**src/rtl/rf_pkg.sv**
```systemverilog
// Shared constants and types for the integer register file.
package rf_pkg;

   localparam int XLEN_DEF  = 32;
   localparam int NREGS_DEF = 32;

   typedef logic [4:0]  reg_addr_t;
   typedef logic [31:0] xlen_t;

endpackage

```
**src/rtl/rf_scoreboard.sv**
```systemverilog
// Busy scoreboard for the register file: one pending-write bit per register.
// A reservation from decode and a writeback release of the same register
// in the same cycle leave the bit set, because the new writer is still
// outstanding. RF_BYPASS_EN masks rbusy for a register being forwarded.
module rf_scoreboard #(
   parameter int  NREGS        = 32,
   parameter int  NREAD        = 2,
   parameter bit  RF_BYPASS_EN = 1'b0,
   localparam int AW           = $clog2(NREGS)
) (
   input  logic                      clk,
   input  logic                      rst_n,
   input  logic                      wen,
   input  logic [AW-1:0]             wa,
   input  logic                      set_en,
   input  logic [AW-1:0]             set_addr,
   input  logic [NREAD-1:0][AW-1:0]  ra,
   output logic [NREAD-1:0]          rbusy,
   output logic [NREGS-1:0]          busy_vec
);

   logic [NREGS-1:0] busy;

   // Clear on writeback first, then set, so a same-cycle set wins.
   // Register 0 is never set, so its bit stays 0.
   always_ff @(posedge clk or negedge rst_n) begin
      if (!rst_n) begin
         busy <= '0;
      end else begin
         if (wen)
            busy[wa] <= 1'b0;
         if (set_en && (set_addr != '0))
            busy[set_addr] <= 1'b1;
      end
   end

   // Per-port hazard flag, masked when the data is forwarded this cycle.
   always_comb begin
      rbusy = '0;
      for (int k = 0; k < NREAD; k++) begin
         rbusy[k] = busy[ra[k]];
         if (RF_BYPASS_EN && wen && (wa != '0) && (ra[k] == wa))
            rbusy[k] = 1'b0;
      end
   end

   assign busy_vec = busy;

endmodule

```
**src/rtl/register_file_mp.sv**
```systemverilog
// Multi-read-port integer register file with hardwired-zero x0,
// asynchronous clear and a busy scoreboard for RAW hazard detection.
// Optional macro RF_BYPASS_EN: forward same-cycle writeback data to reads.
module register_file_mp
   import rf_pkg::*;
#(
   parameter int  XLEN  = XLEN_DEF,
   parameter int  NREGS = NREGS_DEF,
   parameter int  NREAD = 2,
   localparam int AW    = $clog2(NREGS)
) (
   input  logic                       clk,
   input  logic                       rst_n,
   input  logic                       wen,
   input  logic [AW-1:0]              wa,
   input  logic [XLEN-1:0]            wd,
   input  logic [NREAD-1:0][AW-1:0]   ra,
   output logic [NREAD-1:0][XLEN-1:0] rd,
   output logic [NREAD-1:0]           rbusy,
   input  logic                       set_en,
   input  logic [AW-1:0]              set_addr,
   output logic [NREGS-1:0]           busy_vec
);

`ifdef RF_BYPASS_EN
   localparam bit BYPASS_ON = 1'b1;
`else
   localparam bit BYPASS_ON = 1'b0;
`endif

   logic [XLEN-1:0] regs [NREGS];

   // Storage array; writes to x0 are dropped so it keeps its reset value.
   always_ff @(posedge clk or negedge rst_n) begin
      if (!rst_n) begin
         for (int i = 0; i < NREGS; i++)
            regs[i] <= '0;
      end else if (wen && (wa != '0)) begin
         regs[wa] <= wd;
      end
   end

   // Read muxes; x0 is forced to zero independently of the array contents.
   always_comb begin
      rd = '0;
      for (int k = 0; k < NREAD; k++) begin
         if (ra[k] != '0)
            rd[k] = regs[ra[k]];
`ifdef RF_BYPASS_EN
         // Gated by rst_n so a held writeback cannot leak through during reset.
         if (rst_n && wen && (wa != '0) && (ra[k] == wa))
            rd[k] = wd;
`endif
      end
   end

   rf_scoreboard #(
      .NREGS        (NREGS),
      .NREAD        (NREAD),
      .RF_BYPASS_EN (BYPASS_ON)
   ) u_scoreboard (
      .clk      (clk),
      .rst_n    (rst_n),
      .wen      (wen),
      .wa       (wa),
      .set_en   (set_en),
      .set_addr (set_addr),
      .ra       (ra),
      .rbusy    (rbusy),
      .busy_vec (busy_vec)
   );

endmodule

```
**config.mk**
```make
export PLATFORM = sky130hd
export DESIGN_NAME = register_file_mp
export DESIGN_NICKNAME = d
export VERILOG_FILES = /design/src/rtl/rf_pkg.sv /design/src/rtl/rf_scoreboard.sv /design/src/rtl/register_file_mp.sv
export SDC_FILE = /design/constraint.sdc
export NUM_CORES = 2
export LEC_CHECK = 0
export ABC_CLOCK_PERIOD_IN_PS = 5700
export CAP_MARGIN = 10
export CORE_ASPECT_RATIO = 1.2
export CORE_MARGIN = 4
export CORE_UTILIZATION = 60
export CTS_CLUSTER_DIAMETER = 40
export DETAILED_ROUTE_END_ITERATION = 6
export PLACE_DENSITY = 0.79
export SETUP_SLACK_MARGIN = 0.2
export SLEW_MARGIN = 40
export SYNTH_ARGS = -nofsm -noshare
export SYNTH_HDL_FRONTEND = slang
export SYNTH_SLANG_ARGS = --single-unit
export TNS_END_PERCENT = 1
```
**constraint.sdc**
```tcl
create_clock -name clk -period 5.7 [get_ports clk]
set_clock_uncertainty 0.1 [all_clocks]
set_input_delay 1.14 -clock clk [delete_from_list [all_inputs] [get_ports clk]]
set_output_delay 1.14 -clock clk [all_outputs]
set_load 0.01 [all_outputs]
```
==> metrics.yaml <==
run_status:
  outcome: "finished, final reports clean"
power_and_ir_drop:
  pwr-share-clk_pct: 38.3
  p_sw_share_pct: 27.28
  vdd_drop_max_uv: 274.7
  power_density_nw_per_um2: 374.6
  combPwrFrac_pct: 19.8
  power.total_mw: 24.09
  p_leak_nw: 27.57
  switching_power_mw: 6.571
  intPower_mw: 17.52
  pwr-share-seq_pct: 41.9
finish:
  fillers: 6000
  area_growth_pct: 14.92
  instances_no_fill: 5164
  drive_gt1_share_pct: 51.18
  final_util_pct: 69.63
  final_area_um2: 64300
  layout.nets: 3854
route:
  routed_wl_um: 184100
  drt_pass1_iterations: 5
  drt-initial-drc-count: 4167
  drc_errors: 0
  vias_per_cell: 7.455
  vias: 38500
  wl_per_cell_um: 35.65
  detail-route-antenna-nets: 0
global_route:
  grt_pass1_vias: 39960
  grt_first_pass_wirelength_um: 269500
  grtUsageMet1_pct: 47.54
  grt_max_degree: 112
  gr-usage-all-layers_pct: 37.75
  grt-ovfl-total: 0
  busiest_layer: "met2"
  gr-usage-met3_pct: 11.29
  grt_use_met2_pct: 57.71
  antenna_found_initial: 19
worst_setup_path:
  crit_arrival_ns: 4.12
  critPathLaunchType: "input pin"
  path_class: "in -> out"
  worst_setup_path_end_kind: "output port"
  critical_path.max_fanout: 12
  cp.required_ns: 4.46
sta:
  maxSlewViolCount: 0
  period_share_pct: 94.00
  finalCriticalPeriod_ns: 5.358
  tightest_slew_ns: 0.9527
  hold_violations: 0
  setup_violations: 0
  rsz0062_at_grt: "no"
  fmax_mhz: 186.6
  max-slew-margin-rel_pct: 36.49
  setup_tns_ns: 0
synth:
  yosys-top-cells-count: "dfrtp_1, mux2_2, mux4_2, clkbuf_1, buf_2"
  yosysTopAreaCellShare_pct: 47.23
  synthTopCellsByArea: "dfrtp_1, mux2_2, mux4_2"
  synth.most_common_cell: "dfrtp_1"
  ys_seq_area_share_pct: 47.23
  synth.cell_area_um2: 55950
  syn_avg_cell_area_um2: 14.96
  synth.distinct_cells: 36
  yosys_warnings: 0
  yosys_most_used_dff: "dfrtp_1"
  yosys.area.top_type: "dfrtp_1"
  async_flop_share_pct: 100.0
  synth_edf_count: 0
  syn_inst: 3741
  synth_nets: 3797
  ys_seq_elements: 1056
cts:
  clkTransAtPathRegs_ns: 0.05
  cts_resized: 0
  cts_hold_buffers: 0
  cts_tree: "done"
  cts.sinks: 1056
  cts_buffers: 138
  cts.htree.levels: 4
  root_buffer: "clkbuf_16"
  ctsLongestPathBuffers: 3
  clk_latency_ns: 0.73
  cts_post_setup_buffers_inserted: 0
floorplanning:
  die_h_um: 342.5
  start_util_pct: 60.59
  fp.dieW_um: 286.8
  num_rows: 122
  num_io_pins: 154
  die_area_um2: 98230
  core_area_um2: 92350
place:
  numPortBuffers: 153
  dp_cells: 4898
  post_dp_cell_area_um2: 59330
  gp_congestion: 0.8593
  hpwl_um: 110400
hold_path:
  hp-class: "in -> async"
run:
  cap_violations: 0
layer usage:
metal | wire (µm) | vias up
met4 | 13520 | 6
met1 | 64590 | 20460
met3 | 20610 | 751
met2 | 85360 | 2551
li1 | - | 14730
met5 | 30 | -
final cells by class:
class                   instances  area, µm²  area share, %
repair buffers                349       3441          5.351
diodes                         16      40.04        0.06226
clock buffers                 169       3826          5.950
inverters                       2      10.01        0.01557
well taps                    1240       1551          2.413
flip-flops and latches       1056      26430          41.09
multi-input cells            2251      27930          43.44
clock inverters                81       1079          1.677
critical path: stages:
cell and delay [ns]:
buf_2 0.39, or2_2 0.21, or4_2 0.41, buf_4 0.37, o21ai_0 0.18, a311oi_1 0.71, clkdlybuf4s50_1 0.69
cell families (layout without fill, tap and decap cells):
group	Yosys count	in the layout	synth area share, %
simple gates	182	182	1.740
buf+inv	434	601	3.365
flops	1056	1056	47.23
compound gates	415	415	5.248
other cells	0	16	0
mux	1654	1654	42.42
sequential cells by signal, indices dropped and copies added (netlist names):
signal                 flops
u_scoreboard.busy_vec     32
regs                    1024
stage by stage:
stage | hold slack [ns] | setup slack [ns]
floorplan | 0.3413 | 1.699
global placement | 0.2766 | 0.3194
detailed placement | 0.2822 | 0.5703
CTS | 0.2084 | 0.5239
global route | 0.2352 | 0.3682
finish | 0.2302 | 0.3423
power groups by stage:
stage | Sequential [mW] | Clock (mW) | Combinational, mW
after floorplan | 9.74 | 0 | 3.32
after global placement | 10.0 | 0 | 4.56
after detailed placement | 10.1 | 0 | 4.69
after CTS | 10.0 | 9.28 | 4.74
after global routing | 10.2 | 9.61 | 5.05
final | 10.1 | 9.22 | 4.77
path summary, 6_finish.rpt:
| kind | endpoint | startpoint | slack (ns) | cells past startpoint |
|---|---|---|---|---|
| setup / recovery | rd[23] | ra[3] | 0.34 | 7 |
| hold / removal | regs[537] | rst_n | 0.23 | 1 |
| setup reg to reg | u_scoreboard.busy_vec[16] | u_scoreboard.busy_vec[16] | 4.69 | 1 |
| hold reg to reg | regs[1010] | regs[1010] | 0.29 | 0 |
| max in group asynchronous | regs[198] | rst_n | 3.91 | 3 |
| min in group clk | regs[1010] | regs[1010] | 0.29 | 0 |
cells in the final DEF (no fill, tap or decap), drive strengths merged, types with 2 or more instances in the layout:
cell,synthesis,layout
a211oi,64,64
a221oi,47,47
a22o,15,15
a22oi,64,64
a311oi,64,64
and2,2,2
and3,2,2
and3b,2,2
buf,197,239
bufinv,0,21
clkbuf,235,169
clkdlybuf4s50,0,110
clkinv,0,35
clkinvlp,0,16
dfrtp,1056,1056
diode,0,16
inv,2,11
mux2,1058,1058
mux2i,128,128
mux4,468,468
nand2,51,51
nand2b,3,3
nand3,4,4
nand3b,8,8
nor2,24,24
nor2b,69,69
nor3,2,2
nor3b,8,8
o2111ai,17,17
o21ai,143,143
or2,4,4
or4,2,2
No activity file was read; power rests on OpenSTA's default activity.
